[config.mk]
export PLATFORM = sky130hd
export DESIGN_NAME = alu_exec_ctrl
export DESIGN_NICKNAME = d
export VERILOG_FILES = /design/src/rtl/alu_exec_ctrl_pkg.sv /design/src/rtl/alu_exec_ctrl_regfile.sv /design/src/rtl/alu_exec_ctrl.sv
export SDC_FILE = /design/constraint.sdc
export NUM_CORES = 1
export LEC_CHECK = 0
export ABC_CLOCK_PERIOD_IN_PS = 1400
export BUFFER_PORTS_ARGS = -buffer_cell sky130_fd_sc_hd__buf_4
export CORE_UTILIZATION = 40
export DETAILED_ROUTE_END_ITERATION = 12
export MAX_ROUTING_LAYER = met4
export PLACE_DENSITY = 0.69
export SLEW_MARGIN = 15
export SYNTH_ARGS = -nofsm -noshare
export SYNTH_HDL_FRONTEND = slang
export SYNTH_SLANG_ARGS = --single-unit
[constraint.sdc]
create_clock -name clk -period 1.4 [get_ports clk]
set_input_delay 0.21 -clock clk [delete_from_list [all_inputs] [get_ports clk]]
set_output_delay 0.21 -clock clk [all_outputs]
set_load 0.01 [all_outputs]
[src/rtl/alu_exec_ctrl_pkg.sv]
// Shared definitions for the ALU execution controller: FSM states,
// instruction field positions, flag bit positions and ALU mode codes.
package alu_exec_ctrl_pkg;

  typedef enum logic [1:0] {
    ST_IDLE   = 2'd0,
    ST_DECODE = 2'd1,
    ST_EXEC   = 2'd2,
    ST_WB     = 2'd3
  } state_e;

  // Instruction word layout
  localparam int INSTR_W     = 16;
  localparam int USE_REG_BIT = 15;
  localparam int WR_REG_BIT  = 14;
  localparam int IDX_HI      = 13;
  localparam int IDX_LO      = 12;
  localparam int MODE_HI     = 11;
  localparam int MODE_LO     = 8;
  localparam int IMM_HI      = 7;
  localparam int IMM_LO      = 0;

  // Flag register layout {Z,C,S,O}
  localparam int FLAG_Z = 3;
  localparam int FLAG_C = 2;
  localparam int FLAG_S = 1;
  localparam int FLAG_O = 0;

  // ALU mode codes; the operation behind each code lives in the external ALU
  typedef logic [3:0] alu_mode_t;
  localparam alu_mode_t ALU_ADD  = 4'b0000;
  localparam alu_mode_t ALU_SUB  = 4'b0001;
  localparam alu_mode_t ALU_LD   = 4'b0010;
  localparam alu_mode_t ALU_MOVA = 4'b0011;
  localparam alu_mode_t ALU_AND  = 4'b0100;
  localparam alu_mode_t ALU_OR   = 4'b0101;
  localparam alu_mode_t ALU_XOR  = 4'b0110;
  localparam alu_mode_t ALU_ADC  = 4'b0111;
  localparam alu_mode_t ALU_SHL  = 4'b1000;
  localparam alu_mode_t ALU_SHR  = 4'b1001;
  localparam alu_mode_t ALU_NOT  = 4'b1010;
  localparam alu_mode_t ALU_NAND = 4'b1011;
  localparam alu_mode_t ALU_NOR  = 4'b1100;
  localparam alu_mode_t ALU_XNOR = 4'b1101;
  localparam alu_mode_t ALU_CLR  = 4'b1110;
  localparam alu_mode_t ALU_SBC  = 4'b1111;

  // Only arithmetic and shift modes produce a meaningful carry
  function automatic logic mode_updates_carry(input alu_mode_t m);
    return (m == ALU_ADD) || (m == ALU_SUB) || (m == ALU_ADC) ||
           (m == ALU_SHL) || (m == ALU_SHR) || (m == ALU_SBC);
  endfunction

endpackage

[src/rtl/alu_exec_ctrl_regfile.sv]
// 4 x 8-bit general register file: one combinational read port,
// one synchronous write port, synchronous reset to zero.
module regfile4x8 (
  input  logic       clk,
  input  logic       rst,
  input  logic [1:0] rd_idx_i,
  output logic [7:0] rd_data_o,
  input  logic       we_i,
  input  logic [1:0] wr_idx_i,
  input  logic [7:0] wr_data_i
);

  logic [3:0][7:0] regs_w;

  for (genvar gi = 0; gi < 4; gi++) begin : g_reg
    logic [7:0] data_q;

    // Each register clears on reset and loads when addressed by a write
    always_ff @(posedge clk) begin
      if (rst) begin
        data_q <= '0;
      end else if (we_i && (wr_idx_i == 2'(gi))) begin
        data_q <= wr_data_i;
      end
    end

    assign regs_w[gi] = data_q;
  end

  assign rd_data_o = regs_w[rd_idx_i];

endmodule

[src/rtl/alu_exec_ctrl.sv]
// Sequencer that feeds an external ALU: accepts one instruction, fetches
// operand1 from imm or the register file, runs one ALU cycle and writes the
// result back to ACC or a register, updating the flag register.
module alu_exec_ctrl
  import alu_exec_ctrl_pkg::*;
(
  input  logic         clk,
  input  logic         rst,
  input  logic         instr_valid,
  input  logic [15:0]  instr,
  output logic         instr_ready,
  output logic [7:0]   alu_op1,
  output logic [7:0]   alu_op2,
  output logic [3:0]   alu_mode,
  output logic         alu_e,
  output logic [3:0]   alu_rflags,
  input  logic [7:0]   alu_out,
  input  logic [3:0]   alu_wflags,
  output logic [7:0]   acc,
  output logic [3:0]   flags,
  output logic         busy,
  output logic         done
);

  state_e               state_q, state_d;
  logic [INSTR_W-1:0]   instr_q;
  logic [7:0]           op1_q;
  logic [7:0]           res_q;
  logic [3:0]           wflags_q;
  logic [7:0]           acc_q;
  logic [3:0]           flags_q;

  logic                 use_reg;
  logic                 wr_reg;
  logic [1:0]           idx;
  alu_mode_t            mode;
  logic [7:0]           imm;
  logic [7:0]           rf_rd_data;
  logic                 rf_we;

  assign use_reg = instr_q[USE_REG_BIT];
  assign wr_reg  = instr_q[WR_REG_BIT];
  assign idx     = instr_q[IDX_HI:IDX_LO];
  assign mode    = instr_q[MODE_HI:MODE_LO];
  assign imm     = instr_q[IMM_HI:IMM_LO];

  // The FSM never lets a DECODE read and a WB write coincide, so no bypass
  assign rf_we = (state_q == ST_WB) && wr_reg;

  regfile4x8 u_regfile (
    .clk       (clk),
    .rst       (rst),
    .rd_idx_i  (idx),
    .rd_data_o (rf_rd_data),
    .we_i      (rf_we),
    .wr_idx_i  (idx),
    .wr_data_i (res_q)
  );

  // State register
  always_ff @(posedge clk) begin
    if (rst) begin
      state_q <= ST_IDLE;
    end else begin
      state_q <= state_d;
    end
  end

  // Next-state and per-state control outputs; only IDLE waits for input
  always_comb begin
    state_d     = state_q;
    instr_ready = 1'b0;
    busy        = 1'b1;
    alu_e       = 1'b0;
    done        = 1'b0;
    case (state_q)
      ST_IDLE: begin
        instr_ready = 1'b1;
        busy        = 1'b0;
        if (instr_valid) state_d = ST_DECODE;
      end
      ST_DECODE: state_d = ST_EXEC;
      ST_EXEC: begin
        alu_e   = 1'b1;
        state_d = ST_WB;
      end
      ST_WB: begin
        done    = 1'b1;
        state_d = ST_IDLE;
      end
      default: state_d = ST_IDLE;
    endcase
  end

  // Datapath latches: instruction, operand1, ALU result, ACC and flags
  always_ff @(posedge clk) begin
    if (rst) begin
      instr_q  <= '0;
      op1_q    <= '0;
      res_q    <= '0;
      wflags_q <= '0;
      acc_q    <= '0;
      flags_q  <= '0;
    end else begin
      case (state_q)
        ST_IDLE: begin
          if (instr_valid) instr_q <= instr;
        end
        ST_DECODE: begin
          op1_q <= use_reg ? rf_rd_data : imm;
        end
        ST_EXEC: begin
          res_q    <= alu_out;
          wflags_q <= alu_wflags;
        end
        ST_WB: begin
          if (!wr_reg) acc_q <= res_q;
          flags_q[FLAG_Z] <= wflags_q[FLAG_Z];
          flags_q[FLAG_S] <= wflags_q[FLAG_S];
          flags_q[FLAG_O] <= wflags_q[FLAG_O];
          if (mode_updates_carry(mode)) flags_q[FLAG_C] <= wflags_q[FLAG_C];
        end
        default: ;
      endcase
    end
  end

  assign alu_op1    = op1_q;
  assign alu_op2    = acc_q;
  assign alu_mode   = mode;
  assign alu_rflags = flags_q;
  assign acc        = acc_q;
  assign flags      = flags_q;

endmodule

=== After elaboration in Yosys (flattened, before gate mapping) ===
Cells that the tools add are included.
W data, S select, Z words.

* Flip-flop bits (word level): 82
* Latch bits: 0
* RAM bits: 0
* Bits in read-only memories: 0
* Input bits: 31
* Output and inout port bits: 40
* Word-level logic and storage cells: 51
* Memories: 0

* $add $sub $neg: 0
* $mul: 0
* Div/mod/pow operators: 0
* $lt $le $gt $ge: 1
* Equality and inequality tests: 12
* Shift-type cells: 0
* Mux-type cells: 9
* Bitwise gates (word level): 1
* Reductions and logical operators: 16

{| class="wikitable"
|+ Operators with widths
! operator !! count
|-
| $bmux W8 S2 || 1
|-
| $mux W8 || 2
|-
| $eq A4 B4 Y1 const B || 3
|-
| $eq A2 B2 Y1 const B || 4
|-
| $pmux W2 S4 || 1
|-
| $reduce_and A2 Y1 || 3
|-
| $logic_and A1 B1 Y1 || 5
|-
| $logic_or A1 B1 Y1 || 5
|-
| $eq A2 B1 Y1 const B || 2
|-
| $eq A4 B1 Y1 const B || 1
|-
| $eq A4 B3 Y1 const B || 1
|-
| $logic_not A2 Y1 || 2
|-
| $logic_not A4 Y1 || 1
|-
| $mux W1 || 4
|-
| $lt A2 B3 Y1 const B || 1
|-
| $mux W2 || 1
|-
| $ne A2 B2 Y1 const B || 1
|-
| $not A1 Y1 || 1
|}

=== Depth between registers and ports, before layout ===
* Depth in word-level cells: 7
* Gate-level depth with buffers: 7
* Mapped depth without buffers: 5

=== By module ===
A second synthesis with hierarchy kept.

* Cells, all modules: 349
* Area total of the unflattened synthesis: 3550.9 um^2

{| class="wikitable"
|+ By module, submodules not included
! module !! instances !! cells an instance !! area an instance (um^2) !! seq. area each (um^2)
|-
| alu_exec_ctrl || 1 || 223 || 2078.2 || 1001.0
|-
| regfile4x8 || 1 || 126 || 1472.7 || 640.6
|}

=== Least setup slack after synthesis ===
OpenSTA, ideal clock, no wires.

* Path kind: reg2reg
* Start: register state_q[0]
* End: register u_regfile.g_reg[0].data_q[0]
* Setup time: 0.128 ns
* Arrival: 1.435 ns
* Data required time: 1.272 ns
* Slack: -0.162 ns
* Cell stages (with the launch flop): 7
* Buffers on the path: 2
* Period minus slack after synthesis: 1.562 ns
* Cell sequence: dfxtp_1 ha_1 buf_2 nor4bb_4 buf_6 mux2i_1 nor2_1

* Word-level cells in the longest chain between the ends: 3

{| class="wikitable"
|+ RTL lines
! item !! line !! source
|-
| start, declared || alu_exec_ctrl.sv:25 || <nowiki>state_e state_q, state_d;</nowiki>
|-
| start signal, assigned || alu_exec_ctrl.sv:65 || <nowiki>state_q <= state_d;</nowiki>
|-
| $eq A2 B2 Y1 || alu_exec_ctrl.sv:48 || <nowiki>assign rf_we = (state_q == ST_WB) && wr_reg;</nowiki>
|-
| $logic_and A1 B1 Y1 || alu_exec_ctrl.sv:48 ||
|-
| $logic_and A1 B1 Y1 || alu_exec_ctrl_regfile.sv:22 || <nowiki>end else if (we_i && (wr_idx_i == 2'(gi))) begin</nowiki>
|-
| end signal, assigned || alu_exec_ctrl_regfile.sv:23 || <nowiki>data_q <= wr_data_i;</nowiki>
|-
| end, declared || alu_exec_ctrl_regfile.sv:16 || <nowiki>logic [7:0] data_q;</nowiki>
|}

No other way between the ends.
A chain may end at the register's enable or synchronous reset.

=== Worst setup path in the final report ===
* Start: register instr_q[13]
* End: register op1_q[2], in the netlist alu_op1[2]

* Word-level cells in the longest chain between the ends: 3

{| class="wikitable"
|+ RTL lines
! item !! line !! source
|-
| start, declared || alu_exec_ctrl.sv:26 || <nowiki>logic [INSTR_W-1:0] instr_q;</nowiki>
|-
| start signal, assigned || alu_exec_ctrl.sv:107 || <nowiki>if (instr_valid) instr_q <= instr;</nowiki>
|-
| $bmux W8 S2 || alu_exec_ctrl_regfile.sv:30 || <nowiki>assign rd_data_o = regs_w[rd_idx_i];</nowiki>
|-
| $mux W8 (not written as such) || alu_exec_ctrl_regfile.sv:30 ||
|-
| $mux W8 || alu_exec_ctrl.sv:110 || <nowiki>op1_q <= use_reg ? rf_rd_data : imm;</nowiki>
|-
| end signal, assigned || alu_exec_ctrl.sv:110 ||
|-
| end, declared || alu_exec_ctrl.sv:27 || <nowiki>logic [7:0] op1_q;</nowiki>
|}

No other way between the ends. The select of a mux whose other input is x is not followed.

==> flow_summary.json <==
{
  "outcome": "completed",
  "grt_pass1_vias": 2569,
  "cts_buffers": 9,
  "final_hold_viol_count": 0,
  "asyncSetResetFlopFracSynth_pct": 0,
  "placement_rows": 33,
  "power_switching_share_pct": 31.1,
  "syn_area_per_cell_um2": 9.08,
  "worst_skew_pair.late_latency_ns": 0.34,
  "design.portCount": 71,
  "endpoint_kind": "register",
  "cts_tree": "yes",
  "clockBufferDepth": 2,
  "hold_slack_ns": 0.108,
  "ctsRootBufferMaster": "clkbuf_8",
  "via_per_inst": 4.97,
  "dr_wl_met2_mm": 3.31,
  "drt_pass1_iterations": 4,
  "yosysTopAreaCellShare_pct": 47.7,
  "finalSetupTns_ns": 0,
  "wirelength_mm": 7.40,
  "number_of_antenna_violations_at_the_first_check_in_global_routing": 0,
  "intPower_w": 0.00446,
  "finish.net_count": 475,
  "yosys_most_used_dff": "dfxtp_1",
  "finalWeightedCongestion": 0.727,
  "rsz0062_at_grt": "true",
  "cap_violations": 0,
  "routed-wl-met3_um": 308,
  "power-per-cell-area_mw_per_mm2": 1490,
  "highest_fanout_seen_on_the_critical_path": 14,
  "clock_pin_slew_of_the_registers_on_the_worst_case_setup_and_hold_paths_ns": 0.07,
  "worstPathArrival_ns": 1.61,
  "tritoncts_num_sinks": 82,
  "final_layout_size_suffix_gt1_share_pct": 30.7,
  "synthesis.yosys.warnings": 0,
  "post_route_cell_area_mm2": 0.00436,
  "via_count": 2722,
  "detail-route-antenna-nets": 0,
  "dp_hpwl_mm": 5.41,
  "height_of_the_die_um": 94.7,
  "synth.largest_area_cell": "dfxtp_1",
  "synth_cell_types": 31,
  "synth-seq-area-share_pct": 47.7,
  "place.port_buffers": 70,
  "core_area_mm2": 0.00826,
  "timing_worst_setup_path_type": "reg -> reg",
  "power_leakage_nw": 1.75,
  "fin_crit_sh_pct": 99.2,
  "top_layer_used": "met4",
  "period_needed_ns": 1.39,
  "switching_power_w": 0.00201,
  "cts-hold-fix-buffers": 0,
  "seq_power_share_pct": 45.2,
  "p_clk_share_pct": 23.5,
  "first_iter_violations": 142,
  "grt_first_pass_wirelength_mm": 12.4,
  "htreeDepth": 3,
  "setup_violations": 0,
  "worst-slew-pin-transition_ns": 0.345,
  "final.setup_skew_ns": 0.00363,
  "synth.ff_latch_count": 82,
  "layout.cells.most_common": "buf_4",
  "cell_area_after_synthesis_mm2": 0.00344,
  "route.detailed.drc": 0,
  "dpl-instance-area_mm2": 0.00406,
  "drt-wirelength-per-cell_um": 13.5,
  "postSynthCellCount": 379,
  "die_width_um": 94.7,
  "maxSlewViolCount": 0,
  "postSynthNetCount": 414,
  "sum_of_overflow_across_all_layers_after_global_routing": 0,
  "holdCritPathClass": "in -> reg",
  "placement.setup.worst_slack_ns": -0.0915,
  "mostFrequentLayoutCells": "85 x buf_4, 81 x nand2_1, 79 x dfxtp_1",
  "wl_met1_mm": 3.73,
  "share_comb_of_total_power_pct": 31.3,
  "insertedDiodeCount": 0,
  "worst_ir_drop_vdd_uv": 567,
  "synthToLayoutAreaGrowth_pct": 26.6,
  "finalCoreUtilization_pct": 52.8,
  "worst-endpoint-required_ns": 1.62,
  "synthTopCellsByArea": "dfxtp_1 48%, mux2i_1 9.0%, nand2_1 8.8%",
  "fmaxAchievable_mhz": 720,
  "track_usage_pct": 18.1,
  "grt_max_degree": 32,
  "die_area_mm2": 0.00898,
  "edff_count_synth": 0,
  "setup.worst_path.start_class": "register",
  "slew_headroom_pct": 77.0,
  "initial_util_pct": 41.7,
  "finalWorstSetupSlack_ns": 0.0118,
  "fillerInstances": 776
}
[final cells by class]
cell class	instances	area, um^2	area share, %
Sequential cell	82	1650	37.9
Multi-Input combinational cell	249	1580	36.3
Timing Repair Buffer	94	792	18.2
Clock buffer	12	165	3.79
Tap cell	105	131	3.02
Inverter	4	20.0	0.460
Clock inverter	2	12.5	0.287
[path summary, 6_finish.rpt]
| path | start | end | slack, ns | cells past startpoint |
|---|---|---|---|---|
| worst max-delay path | instr_q[13] | alu_op1[2] | 0.01 | 4 |
| worst min-delay path | alu_wflags[1] | wflags_q[1] | 0.11 | 3 |
| worst max register to register | instr_q[13] | alu_op1[2] | 0.01 | 4 |
| worst min register to register | u_regfile.g_reg[1].data_q[1] | u_regfile.g_reg[1].data_q[1] | 0.46 | 2 |
[sequential cells by signal, indices dropped and copies added, names as in the netlist]
name	count
acc	8
state_q	2
alu_op1	8
wflags_q	4
u_regfile.g.data_q	32
alu_rflags	4
res_q	8
instr_q	16
[what timing repair did]
item	4_1_cts	5_1_grt
resized for setup	9	10
pin swaps	2	6
setup endpoints to repair	11	41
setup buffers	4	3
[synthesized netlist by cell type (3+ instances only)]
cell,count
dfxtp_1,82
buf_4,17
a211oi_1,9
a21oi_1,41
clkbuf_1,13
nand2_1,81
buf_2,8
mux2i_1,31
mux2_4,6
nor2_1,41
mux2_2,5
buf_1,3
mux2_1,5
a222oi_1,8
ha_1,4
inv_1,4
[power groups by stage]
stage               Clock, W  Sequential, W  Combinational, W
CTS                  0.00158        0.00291           0.00199
floorplan                  0        0.00291           0.00116
global route         0.00168        0.00298           0.00223
finish               0.00152        0.00293           0.00202
global placement           0        0.00294           0.00184
detailed placement         0        0.00295           0.00188
[critical path, stage by stage (launching register included)]
cell	delay (ns)
dfxtp_4	0.38
buf_12	0.15
mux2_4	0.30
a222oi_1	0.31
a211oi_1	0.12
[metrics by stage]
| step | cells | power [W] |
|---|---|---|
| after global routing | 548 | 0.00688 |
| final | 548 | 0.00648 |
| after global placement | 527 | 0.00478 |
| after detailed placement | 527 | 0.00483 |
| after CTS | 545 | 0.00648 |
| after floorplan | 379 | 0.00408 |
[kinds of logic after synthesis]
group,after synthesis,synth area share (%)
adders and majority gates,4,1.45
and+or+nand+nor,136,16.9
muxes,47,14.9
AOI/OAI and AO/OA,62,11.1
DFF,82,47.7
buffers and inverters,48,7.85
[layer usage]
layer	global-route usage (%)	vias to the layer above
met5	-	-
met1	24.7	1270
met3	3.06	4
met2	26.8	64
met4	6.44	0
li1	-	1384
Power figures use the tool's default switching activity.
